===== config.mk =====
export PLATFORM = sky130hd
export DESIGN_NAME = fetch
export DESIGN_NICKNAME = d
export VERILOG_FILES = /design/src/rtl/fetch_pkg.sv /design/src/rtl/if_id_reg.sv /design/src/rtl/fetch.sv
export SDC_FILE = /design/constraint.sdc
export NUM_CORES = 1
export LEC_CHECK = 0
export BUFFER_PORTS_ARGS = -buffer_cell sky130_fd_sc_hd__buf_2
export CAP_MARGIN = 15
export CORE_AREA = 2 2 141 143
export DETAILED_ROUTE_END_ITERATION = 10
export DIE_AREA = 0 0 143 145
export GPL_TIMING_DRIVEN = 0
export MAX_ROUTING_LAYER = met4
export PLACE_DENSITY = 0.85
export SLEW_MARGIN = 20
export SYNTH_ARGS = -nofsm -noshare
export SYNTH_HDL_FRONTEND = slang
export SYNTH_HIERARCHICAL = 1
export SYNTH_SLANG_ARGS = --single-unit

===== constraint.sdc =====
create_clock -name clk -period 9.9 [get_ports clk]
set_input_delay 2.475 -clock clk [delete_from_list [all_inputs] [get_ports clk]]
set_output_delay 2.475 -clock clk [all_outputs]
set_load 0.02 [all_outputs]

===== src/rtl/fetch_pkg.sv =====
// Shared constants and types for the instruction-fetch stage.
package fetch_pkg;

    localparam logic [31:0] NOP_INSTR = 32'h0000_0013;  // addi x0, x0, 0

    typedef enum logic [1:0] {
        FETCH = 2'd0,
        HOLD  = 2'd1,
        DROP  = 2'd2
    } fetch_state_t;

endpackage


===== src/rtl/if_id_reg.sv =====
// IF/ID pipeline register: reset beats flush, flush beats stall, stall beats load.
// A bubble carries a NOP with valid cleared and keeps the previous PC fields.
module if_id_reg
    import fetch_pkg::*;
#(
    parameter int unsigned DATA_WIDTH = 32
) (
    input  logic                  clk_i,
    input  logic                  rst_i,
    input  logic                  flush_i,
    input  logic                  stall_i,
    input  logic                  load_i,
    input  logic                  bubble_i,
    input  logic [DATA_WIDTH-1:0] instr_i,
    input  logic [DATA_WIDTH-1:0] pc_i,
    output logic [DATA_WIDTH-1:0] instr_o,
    output logic [DATA_WIDTH-1:0] pc_o,
    output logic [DATA_WIDTH-1:0] pc_plus4_o,
    output logic                  valid_o
);

    localparam logic [DATA_WIDTH-1:0] Nop = DATA_WIDTH'(NOP_INSTR);

    logic [DATA_WIDTH-1:0] instr_q, pc_q, pc_plus4_q;
    logic                  valid_q;

    always_ff @(posedge clk_i) begin
        if (rst_i) begin
            instr_q    <= Nop;
            pc_q       <= '0;
            pc_plus4_q <= '0;
            valid_q    <= 1'b0;
        end else if (flush_i) begin
            instr_q <= Nop;
            valid_q <= 1'b0;
        end else if (!stall_i) begin
            if (load_i) begin
                instr_q    <= instr_i;
                pc_q       <= pc_i;
                pc_plus4_q <= pc_i + DATA_WIDTH'(4);
                valid_q    <= 1'b1;
            end else if (bubble_i) begin
                instr_q <= Nop;
                valid_q <= 1'b0;
            end
        end
    end

    assign instr_o    = instr_q;
    assign pc_o       = pc_q;
    assign pc_plus4_o = pc_plus4_q;
    assign valid_o    = valid_q;

endmodule


===== src/rtl/fetch.sv =====
// Instruction-fetch stage: PC, one-outstanding imem requests, skid buffer and IF/ID register.
// Define FETCH_PERF_EN to add the FetchCountF / FetchBubbleCountF performance counters.
module fetch
    import fetch_pkg::*;
#(
    parameter int unsigned            DATA_WIDTH = 32,
    parameter logic [DATA_WIDTH-1:0]  RESET_PC   = '0
) (
    input  logic                  clk,
    input  logic                  rst,
    input  logic                  PCSrcE,
    input  logic [DATA_WIDTH-1:0] PCTargetE,
    input  logic                  StallD,
    input  logic                  FlushD,
    output logic                  ImemReqF,
    output logic [DATA_WIDTH-1:0] ImemAddrF,
    input  logic                  ImemValidF,
    input  logic [DATA_WIDTH-1:0] ImemRdataF,
    output logic [DATA_WIDTH-1:0] instrD,
    output logic [DATA_WIDTH-1:0] PCD,
    output logic [DATA_WIDTH-1:0] PCPlus4D,
    output logic                  ValidD
`ifdef FETCH_PERF_EN
    ,
    output logic [31:0]           FetchCountF,
    output logic [31:0]           FetchBubbleCountF
`endif
);

    localparam logic [DATA_WIDTH-1:0] Four = DATA_WIDTH'(4);

    fetch_state_t          state_q, state_d;
    logic [DATA_WIDTH-1:0] pcf_q, pcf_d;
    logic [DATA_WIDTH-1:0] pend_pc_q, pend_pc_d;
    logic [DATA_WIDTH-1:0] skid_instr_q, skid_instr_d;
    logic [DATA_WIDTH-1:0] skid_pc_q, skid_pc_d;

    logic                  load, bubble, miss_bubble;
    logic [DATA_WIDTH-1:0] load_instr, load_pc;

    always_comb begin
        state_d      = state_q;
        pcf_d        = pcf_q;
        pend_pc_d    = pend_pc_q;
        skid_instr_d = skid_instr_q;
        skid_pc_d    = skid_pc_q;
        load         = 1'b0;
        bubble       = 1'b0;
        miss_bubble  = 1'b0;
        load_instr   = ImemRdataF;
        load_pc      = pcf_q;
        ImemReqF     = 1'b0;
        ImemAddrF    = pcf_q;

        unique case (state_q)
            FETCH: begin
                ImemReqF = 1'b1;
                if (ImemValidF) begin
                    if (PCSrcE) begin
                        pcf_d  = PCTargetE;
                        bubble = 1'b1;
                    end else if (!StallD) begin
                        load  = 1'b1;
                        pcf_d = pcf_q + Four;
                    end else begin
                        skid_instr_d = ImemRdataF;
                        skid_pc_d    = pcf_q;
                        state_d      = HOLD;
                    end
                end else begin
                    bubble      = 1'b1;
                    miss_bubble = 1'b1;
                    if (PCSrcE) begin
                        pend_pc_d = PCTargetE;
                        state_d   = DROP;
                    end
                end
            end
            HOLD: begin
                if (PCSrcE) begin
                    pcf_d   = PCTargetE;
                    bubble  = 1'b1;
                    state_d = FETCH;
                end else if (!StallD) begin
                    load       = 1'b1;
                    load_instr = skid_instr_q;
                    load_pc    = skid_pc_q;
                    pcf_d      = skid_pc_q + Four;
                    state_d    = FETCH;
                end
            end
            DROP: begin
                // Request stays on the old address until its response drains.
                ImemReqF = 1'b1;
                bubble   = 1'b1;
                if (PCSrcE) begin
                    pend_pc_d = PCTargetE;
                end
                if (ImemValidF) begin
                    pcf_d   = PCSrcE ? PCTargetE : pend_pc_q;
                    state_d = FETCH;
                end else begin
                    miss_bubble = 1'b1;
                end
            end
            default: state_d = FETCH;
        endcase

        if (rst) begin
            ImemReqF = 1'b0;
        end
    end

    always_ff @(posedge clk) begin
        if (rst) begin
            state_q      <= FETCH;
            pcf_q        <= RESET_PC;
            pend_pc_q    <= '0;
            skid_instr_q <= '0;
            skid_pc_q    <= '0;
        end else begin
            state_q      <= state_d;
            pcf_q        <= pcf_d;
            pend_pc_q    <= pend_pc_d;
            skid_instr_q <= skid_instr_d;
            skid_pc_q    <= skid_pc_d;
        end
    end

    if_id_reg #(
        .DATA_WIDTH(DATA_WIDTH)
    ) u_if_id (
        .clk_i      (clk),
        .rst_i      (rst),
        .flush_i    (FlushD),
        .stall_i    (StallD),
        .load_i     (load),
        .bubble_i   (bubble),
        .instr_i    (load_instr),
        .pc_i       (load_pc),
        .instr_o    (instrD),
        .pc_o       (PCD),
        .pc_plus4_o (PCPlus4D),
        .valid_o    (ValidD)
    );

`ifdef FETCH_PERF_EN
    logic [31:0] fetch_cnt_q, bubble_cnt_q;

    always_ff @(posedge clk) begin
        if (rst) begin
            fetch_cnt_q  <= '0;
            bubble_cnt_q <= '0;
        end else if (!FlushD && !StallD) begin
            if (load) begin
                fetch_cnt_q <= fetch_cnt_q + 32'd1;
            end else if (miss_bubble) begin
                bubble_cnt_q <= bubble_cnt_q + 32'd1;
            end
        end
    end

    assign FetchCountF       = fetch_cnt_q;
    assign FetchBubbleCountF = bubble_cnt_q;
`else
    logic unused_miss_bubble;
    assign unused_miss_bubble = miss_bubble;
`endif

endmodule


# Word level (Yosys, flattened, before mapping)
# Cells that the tools add are included.
# Widths: inputs -> output; s select.
[word_totals]
register_bits = 227
latch_bits = 0
mem_bits_rw = 0
mem_bits_ro = 0
in_bits = 70
out_inout_bits = 130
word_cells = 74
n_memories = 0
[classes]
addsub = 3
n_mul = 0
div_mod_pow = 0
n_lt_le_gt_ge = 0
eq_ne = 10
shifts = 0
mux = 36
bitwise = 3
reduce_logical = 13
[ops]
columns = ["operator", "n"]
rows = [
  ["$mux 32", 15],
  ["$add 32x3->32 const B", 3],
  ["$pmux 32 s3", 1],
  ["$pmux 32 s2", 1],
  ["$ne 3x3->1 const B", 5],
  ["$mux 2", 7],
  ["$reduce_and 5->1", 2],
  ["$mux 1", 9],
  ["$ne 2x2->1 const B", 3],
  ["$pmux 2 s3", 1],
  ["$reduce_and 3->1", 2],
  ["$reduce_and 2->1", 2],
  ["$reduce_and 4->1", 1],
  ["$reduce_bool 2->1", 2],
  ["$reduce_or 2->1", 2],
  ["$not 1->1", 3],
  ["$pmux 1 s3", 1],
  ["$reduce_bool 3->1", 1],
  ["$eq 2x1->1 const B", 1],
  ["$eq 2x2->1 const B", 1],
  ["$logic_not 2->1", 1],
  ["$pmux 1 s2", 1],
]

# Logic depth before layout (Yosys ltp)
# Gate-level depths: netlist of run 1.
[logic_depth]
depth_word = 6
ltp_mapped = 13
mapped_depth_nobuf = 10

# Hierarchy
# Netlist of run 1, hierarchy kept.
[by_module_without_submodules]
columns = ["module", "n_inst", "cells_each", "area_each_um2", "seq_area_each_um2"]
rows = [
  ["fetch", 1, 1030, 7691.1, 2602.5],
  ["if_id_reg", 1, 452, 3808.7, 1901.8],
]

# Worst setup path before layout of run 1
# Ideal clock, no wire load.
[synth_timing]
path_type = "input port to output port"
from = "in rst"
to = "out ImemReqF"
arrival_ns = 3.389
required_ns = 7.425
setup_slack_ns = 4.036
path_stages = 4
n_path_buf = 3
path_cell_list = "clkbuf_1 clkbuf_1 clkbuf_1 nor2_1"
[synth_via]
elab_chain_len = 1
[synth_lines]
columns = ["element", "line_no", "rtl"]
rows = [
  ["from (decl)", "fetch.sv:10", "input logic rst,"],
  ["$mux 1", "fetch.sv:109", "if (rst) begin"],
  ["to (decl)", "fetch.sv:15", "output logic ImemReqF,"],
]
# No other way between the ends.

# Worst setup path after layout of run 1
# Same ends and word-level chain as after synthesis.

==> flow_summary.toml, run 1 <==
[outcome]
status = "finished, final reports clean"

[global_routing]
grt_start_max_net_pins = 14
first_global_vias = 11600
grt.total_usage_pct = 37.1
grt_pass1_wl_um = 60300
antenna_found_initial = 0
overflow = 0

[power]
irDropWorstVdd_mv = 0.156
leakagePower_uw = 0.00506
power-per-cell-area_nw_per_um2 = 180

[timing]
timing.final.hold_violations = 0
fin_tns_setup_ps = 0
final.min_clock_period_ps = 6920
max-slew-margin-rel_pct = 27.9
rsz0062_at_grt = "false"
post-route-period-util_pct = 69.9
report.final.slew_viol_count = 0
finClkSkew_ps = 8.67
max_freq_mhz = 144
setup_viol = 0
tightestPinTransition_ps = 1070

[cts]
clockBufferDepth = 3
clkSlewWorstSetupHoldPaths_ps = 60
postCtsHoldBufs = 0
cts_tree = "yes"
numClockSinks = 225
clock-root-buffer = "clkbuf_16"
cts-resized-gates = 0
cts-buffers-inserted = 25
post_cts_buffers = 0
clock_latency_ps = 540
cts_max_level = 1

[routing]
first_pass_iters = 6
drt-total-wl_um = 39200
vias = 12500
viasPerCell = 6.31
ant_nets = 0
first_iter_violations = 1380
wl_per_cell_um = 19.7
drcViolationCount = 0

[critical_path]
cp_num_buf_inv = 4
cp.arrival_ps = 4450
path_cells = "clkbuf_1 > clkbuf_1 > clkbuf_1 > nor2_1 > buf_2"
worst_setup_path_start_kind = "input pin"
cpLargestDelayFamily = "buffers and inverters"
critical_path_class = "in -> out"
max_stage_delay_ps = 720
cp_slowest_cell = "clkbuf_1"
critical_path_peak_fanout = 10
cp-end-kind = "output port"
crit_top_cell = "clkbuf_1"
worstPathRequired_ps = 7430

[synth]
ys_top_cells_by_count = "nand2_1, dfxtp_1, a21oi_1"
syn_avg_cell_area_um2 = 7.76
yosysMostFrequentCell = "nand2_1"
synth_area_um2 = 11500
synth_nets = 1559
async_reset_ff_share_pct = 0
ys_types = 69
synth_area_leaders = "dfxtp_1, nand2_1, a21oi_1, mux2_2, nor2_1"
synth_warnings = 6
netlist.area_leader.share_pct = 39.2
synth-seq-area-share_pct = 39.2
synth_edf_count = 0
synth-seq-cells = 225
synth_top_cell_by_area = "dfxtp_1"
synth_ff_type = "dfxtp_1"
synthCells = 1482

[floorplan]
ioPinCount = 200
dieArea_um2 = 20700
die_h_um = 145
rows = 51
core-area_um2 = 19200
start_util_pct = 59.9
die_x_um = 143

[place]
gp_congestion = 1.02
dp_hpwl_um = 28700
post-place-cells = 1944
port_buffers = 197

[hold_path]
hold_class = "reg -> reg"

[finish]
final_cells = 1988
diodes = 0
nNetsFinal = 1783
drive_above_1_share_pct = 19.0
area_delta_synth_final_pct = 18.5

[job]
maxCapViolCount = 0
[metal layers]
metal / share of wire [%] / track usage (%) / vias up / wire length, um
li1: - / - / 5725 / -
met1: 38 / 46.2 / 5908 / 15100
met2: 46 / 59.4 / 750 / 18100
met3: 10 / 6.07 / 164 / 3940
met4: 5.4 / 16.1 / 0 / 2110
met5: 0 / - / - / 0
[logic make-up after synthesis]
| family | after synthesis | synth area share, % |
|---|---|---|
| adder cells (fa/ha/maj) | 7 | 0.762 |
| XOR/XNOR | 43 | 3.27 |
| flip-flops | 225 | 39.2 |
| buffers and inverters | 139 | 4.77 |
| AO/OA/AOI/OAI | 389 | 21.3 |
| AND/OR/NAND/NOR | 611 | 24.1 |
| multiplexers | 68 | 6.60 |
[sequential cells by signal, indices dropped and copies added (netlist names)]
register,flops
skid_instr_q,32
u_if_id/instr_o,32
ImemAddrF,32
u_if_id/pc_plus4_o,30
state_q,2
u_if_id/pc_o,32
pend_pc_q,32
u_if_id/valid_o,1
skid_pc_q,32
[stage by stage]
| step | total power [uW] | instance area (um2) | util, % | hold slack, ps | setup WS (ps) |
|---|---|---|---|---|---|
| floorplan | 1340 | 11500 | - | 433 | 4040 |
| global placement | 1500 | 12800 | 66.7 | 438 | 3100 |
| detailed placement | 1510 | 12800 | 66.7 | 446 | 3070 |
| CTS | 2430 | 13600 | 70.9 | 455 | 3070 |
| global route | 2530 | 13600 | 70.9 | 473 | 2940 |
| finish | 2450 | 13600 | 70.9 | 454 | 2980 |
[final timing paths]
check	start	to	slack, ps	cells after the start
max	rst	ImemReqF	2980	5
min reg2reg	u_if_id/pc_o[25]	u_if_id/pc_o[25]	450	2
max reg2reg	state_q[0]	u_if_id/pc_plus4_o[31]	5390	12
min	u_if_id/pc_o[25]	u_if_id/pc_o[25]	450	2
[layout make-up]
type                            count  area (um2)
Clock inverter                      9         110
Multi-Input combinational cell   1118        6450
Clock buffer                       35         693
Tap cell                          265         332
Inverter                           22        82.6
Sequential cell                   225        4500
Fill cell                        1600        5580
Buffer                            117         465
Timing Repair Buffer              197         986
[cell usage in the layout, fill, tap and decap left out, types with 4 or more instances in the layout]
cell,count
clkinv_2,6
o22ai_1,5
a21o_1,4
nor2b_1,6
a221o_1,10
and2_1,5
or3_1,12
mux2_2,63
nand2b_1,5
a22o_1,4
nor4_1,17
xnor2_1,23
clkbuf_1,110
o211ai_1,6
inv_1,21
nor2_1,106
and4_1,14
or4_1,14
a22oi_1,33
o31ai_1,10
o21a_1,4
nand4_1,25
xor2_1,20
nand2_1,330
or2_2,6
dfxtp_1,225
and3_1,9
a311oi_1,14
ha_1,7
buf_2,206
a221oi_1,15
clkbuf_16,25
a21oi_1,167
nand3_1,32
nor3_1,16
a211oi_1,29
mux2i_1,5
o21ai_0,58
[worst register-to-register path, delay by kind of cell (launching register included)]
family | cells | cell delay [ps]
flops | 1 | 430
compound gates | 2 | 450
buf+inv | 3 | 1360
simple gates | 6 | 1790
fa+ha+maj | 1 | 400
[report_power, final]
group / internal [uW] / switching [uW] / total, uW
sequential: 953 / 63.1 / 1020
clock: 541 / 389 / 930
combinational: 166 / 334 / 500
total: 1660 / 786 / 2450
No activity file was read; power rests on OpenSTA's default activity.
==> run 2, diff against run 1 <==
--- a/config.mk
+++ b/config.mk
@@ -5,14 +5,15 @@
 export SDC_FILE = /design/constraint.sdc
 export NUM_CORES = 1
 export LEC_CHECK = 0
+export ABC_AREA = 1
 export BUFFER_PORTS_ARGS = -buffer_cell sky130_fd_sc_hd__buf_2
 export CAP_MARGIN = 15
-export CORE_AREA = 2 2 141 143
+export CORE_AREA = 2 2 154 156
 export DETAILED_ROUTE_END_ITERATION = 10
-export DIE_AREA = 0 0 143 145
+export DIE_AREA = 0 0 156 158
 export GPL_TIMING_DRIVEN = 0
 export MAX_ROUTING_LAYER = met4
-export PLACE_DENSITY = 0.85
+export PLACE_DENSITY = 0.81
 export SLEW_MARGIN = 20
 export SYNTH_ARGS = -nofsm -noshare
 export SYNTH_HDL_FRONTEND = slang
==> constraint.sdc (replaced) <==
create_clock -name clk -period 6.8 [get_ports clk]
set_input_delay 1.7 -clock clk [delete_from_list [all_inputs] [get_ports clk]]
set_output_delay 1.7 -clock clk [all_outputs]
set_load 0.02 [all_outputs]
==> flow_summary.toml, run 2 <==
[outcome]
status = "finished, final reports clean"

[critical_path]
worst_setup_path_start_kind = "input pin"
path_cells = "buf_2 > clkbuf_1 > clkbuf_1 > a21oi_1 > buf_2"
critical_path_peak_fanout = 10
cp.arrival_ps = 3210
cp-end-kind = "output port"
worstPathRequired_ps = 5100
cpLargestDelayFamily = "buffers and inverters"
max_stage_delay_ps = 570
cp_slowest_cell = "clkbuf_1"
rr_startpoint = "state_q[1]"
cp_num_buf_inv = 4
critical_path_class = "in -> out"
setup.worst_path.start = "rst"

[place]
post-place-cells = 2580
dp_slack_ps = 1970
placedInstanceArea_um2 = 14600
gp_congestion = 0.995
dp_hpwl_um = 39100
port_buffers = 198

[routing]
wl_per_cell_um = 19.5
vias = 15700
first_iter_violations = 2118
ant_nets = 0
first_pass_iters = 8
drcViolationCount = 0
drt-total-wl_um = 51400
viasPerCell = 5.97

[finish]
nNetsFinal = 2395
diodes = 0
ff_latch_area_um2 = 4500
drive_above_1_share_pct = 15.1
fill_cells = 2074
area_delta_synth_final_pct = 16.9
mostFrequentLayoutCells = "nand2_1, nor2_1, buf_2, dfxtp_1, o21ai_0"
final_cells = 2628
layout_commonest_cell = "nand2_1"
finalInstanceArea_um2 = 15400
multiInputGateArea_um2 = 7520

[timing]
report.final.slew_viol_count = 0
post-route-period-util_pct = 72.2
finClkSkew_ps = 23.8
max_freq_mhz = 204
tightestPinTransition_ps = 908
layout_setup_ws_ps = 1890
timing.final.hold_violations = 0
final.min_clock_period_ps = 4910
rsz0062_at_grt = "false"
setup_viol = 0
max-slew-margin-rel_pct = 39.5
fin_tns_setup_ps = 0

[global_routing]
grt.total_usage_pct = 41.7
grt_pass1_wl_um = 77800
first_global_vias = 14600
grt_start_max_net_pins = 15
antenna_found_initial = 0
overflow = 0

[synth]
ys_types = 48
synth_area_leaders = "dfxtp_1, nand2_1, o21ai_0, nor2_1, a21oi_1"
syn_avg_cell_area_um2 = 6.32
yosysMostFrequentCell = "nand2_1"
synth_warnings = 6
synthCells = 2092
synth-seq-cells = 225
ys_top_cells_by_count = "nand2_1, nor2_1, dfxtp_1"
synth-seq-area-share_pct = 34.1
netlist.area_leader.share_pct = 34.1
synth_top_cell_by_area = "dfxtp_1"
synth_nets = 2169
synth_edf_count = 0
synth_area_um2 = 13200
synth_ff_type = "dfxtp_1"
async_reset_ff_share_pct = 0

[cts]
cts-buffers-inserted = 26
clock-root-buffer = "clkbuf_16"
postCtsHoldBufs = 0
clockBufferDepth = 3
clock_latency_ps = 570
cts_max_level = 1
cts-resized-gates = 0
post_cts_buffers = 0
cts_tree = "yes"
clkSlewWorstSetupHoldPaths_ps = 60
numClockSinks = 225

[floorplan]
die_x_um = 156
dieArea_um2 = 24600
ioPinCount = 200
start_util_pct = 57.3
rows = 56
die_h_um = 158
core-area_um2 = 23100

[power]
power_frac_clock_pct = 24.1
p_seq_share_pct = 31.3
power-per-cell-area_nw_per_um2 = 389
p_int_uw = 3220
leakagePower_uw = 0.00661
switching_power_uw = 2790
power_switching_share_pct = 46.4
power.share.combinational_pct = 44.6
irDropWorstVdd_mv = 0.274

[hold_path]
hold_class = "reg -> reg"
holdCritStartpoint = "u_if_id/pc_o[26]"

[job]
maxCapViolCount = 0
## run 2: cell types whose count changed after synthesis, sizes merged, moves of 37 or more
cell | before | now
mux2 | 63 | 0
a31oi | 3 | 40
clkbuf | 103 | 56
o21ai | 62 | 218
nor2 | 106 | 287
nand3 | 33 | 132
buf | 14 | 65
nand2 | 330 | 611
inv | 21 | 155
## run 2: layout make-up
cell class / count / area share [%]
Multi-Input combinational cell: 1590 / 48.7
Buffer: 121 / 3.90
Clock buffer: 39 / 4.85
Sequential cell: 225 / 29.2
Inverter: 156 / 3.81
Tap cell: 290 / 2.35
Clock inverter: 9 / 0.818
Timing Repair Buffer: 198 / 6.42
## run 2: tightest hold or removal path, delay by kind of cell, from the launching register on
kind | cells | cell delay (ps)
DFF | 1 | 300
and+or+nand+nor | 1 | 60
AOI/OAI and AO/OA | 1 | 50
## run 2: kinds of logic after synthesis
group                      after synthesis  synth area share (%)
and+or+nand+nor                       1061                  33.2
AOI/OAI and AO/OA                      481                  20.1
muxes                                   29                  2.20
adders and majority gates                7                 0.663
xor gates and xnor gates                12                 0.795
buffers and inverters                  277                  9.00
DFF                                    225                  34.1
## run 2: path summary, 6_finish.rpt
| check | end | slack [ps] | depth (start not counted) |
|---|---|---|---|
| setup / recovery | ImemReqF | 1890 | 5 |
| hold / removal | u_if_id/pc_o[26] | 460 | 2 |
| setup reg to reg | u_if_id/pc_plus4_o[24] | 3070 | 17 |
| hold reg to reg | u_if_id/pc_o[26] | 460 | 2 |
## run 2: metal layers
layer  vias up  GRT usage (%)  wire length (um)
met5         -              -                 0
met4         0           16.4              2210
met3       159           7.31              5340
met2       963           66.4             23300
met1      7231           53.0             20500
li1       7342              -                 -
## run 2: power groups by stage
stage	Clock, uW	Sequential, uW	Combinational [uW]
after CTS	1440	1860	2600
after global placement	0	1880	2520
after detailed placement	0	1890	2570
after floorplan	0	1910	1670
after global routing	1510	1900	2900
final	1450	1880	2680
## run 2: stage by stage
| stage | total power (uW) | hold slack, ps | util, % |
|---|---|---|---|
| final | 6010 | 457 | 67.0 |
| after global routing | 6320 | 481 | 67.0 |
| after CTS | 5900 | 458 | 67.0 |
| after detailed placement | 4460 | 449 | 63.2 |
| after global placement | 4400 | 445 | 63.2 |
| after floorplan | 3580 | 459 | - |
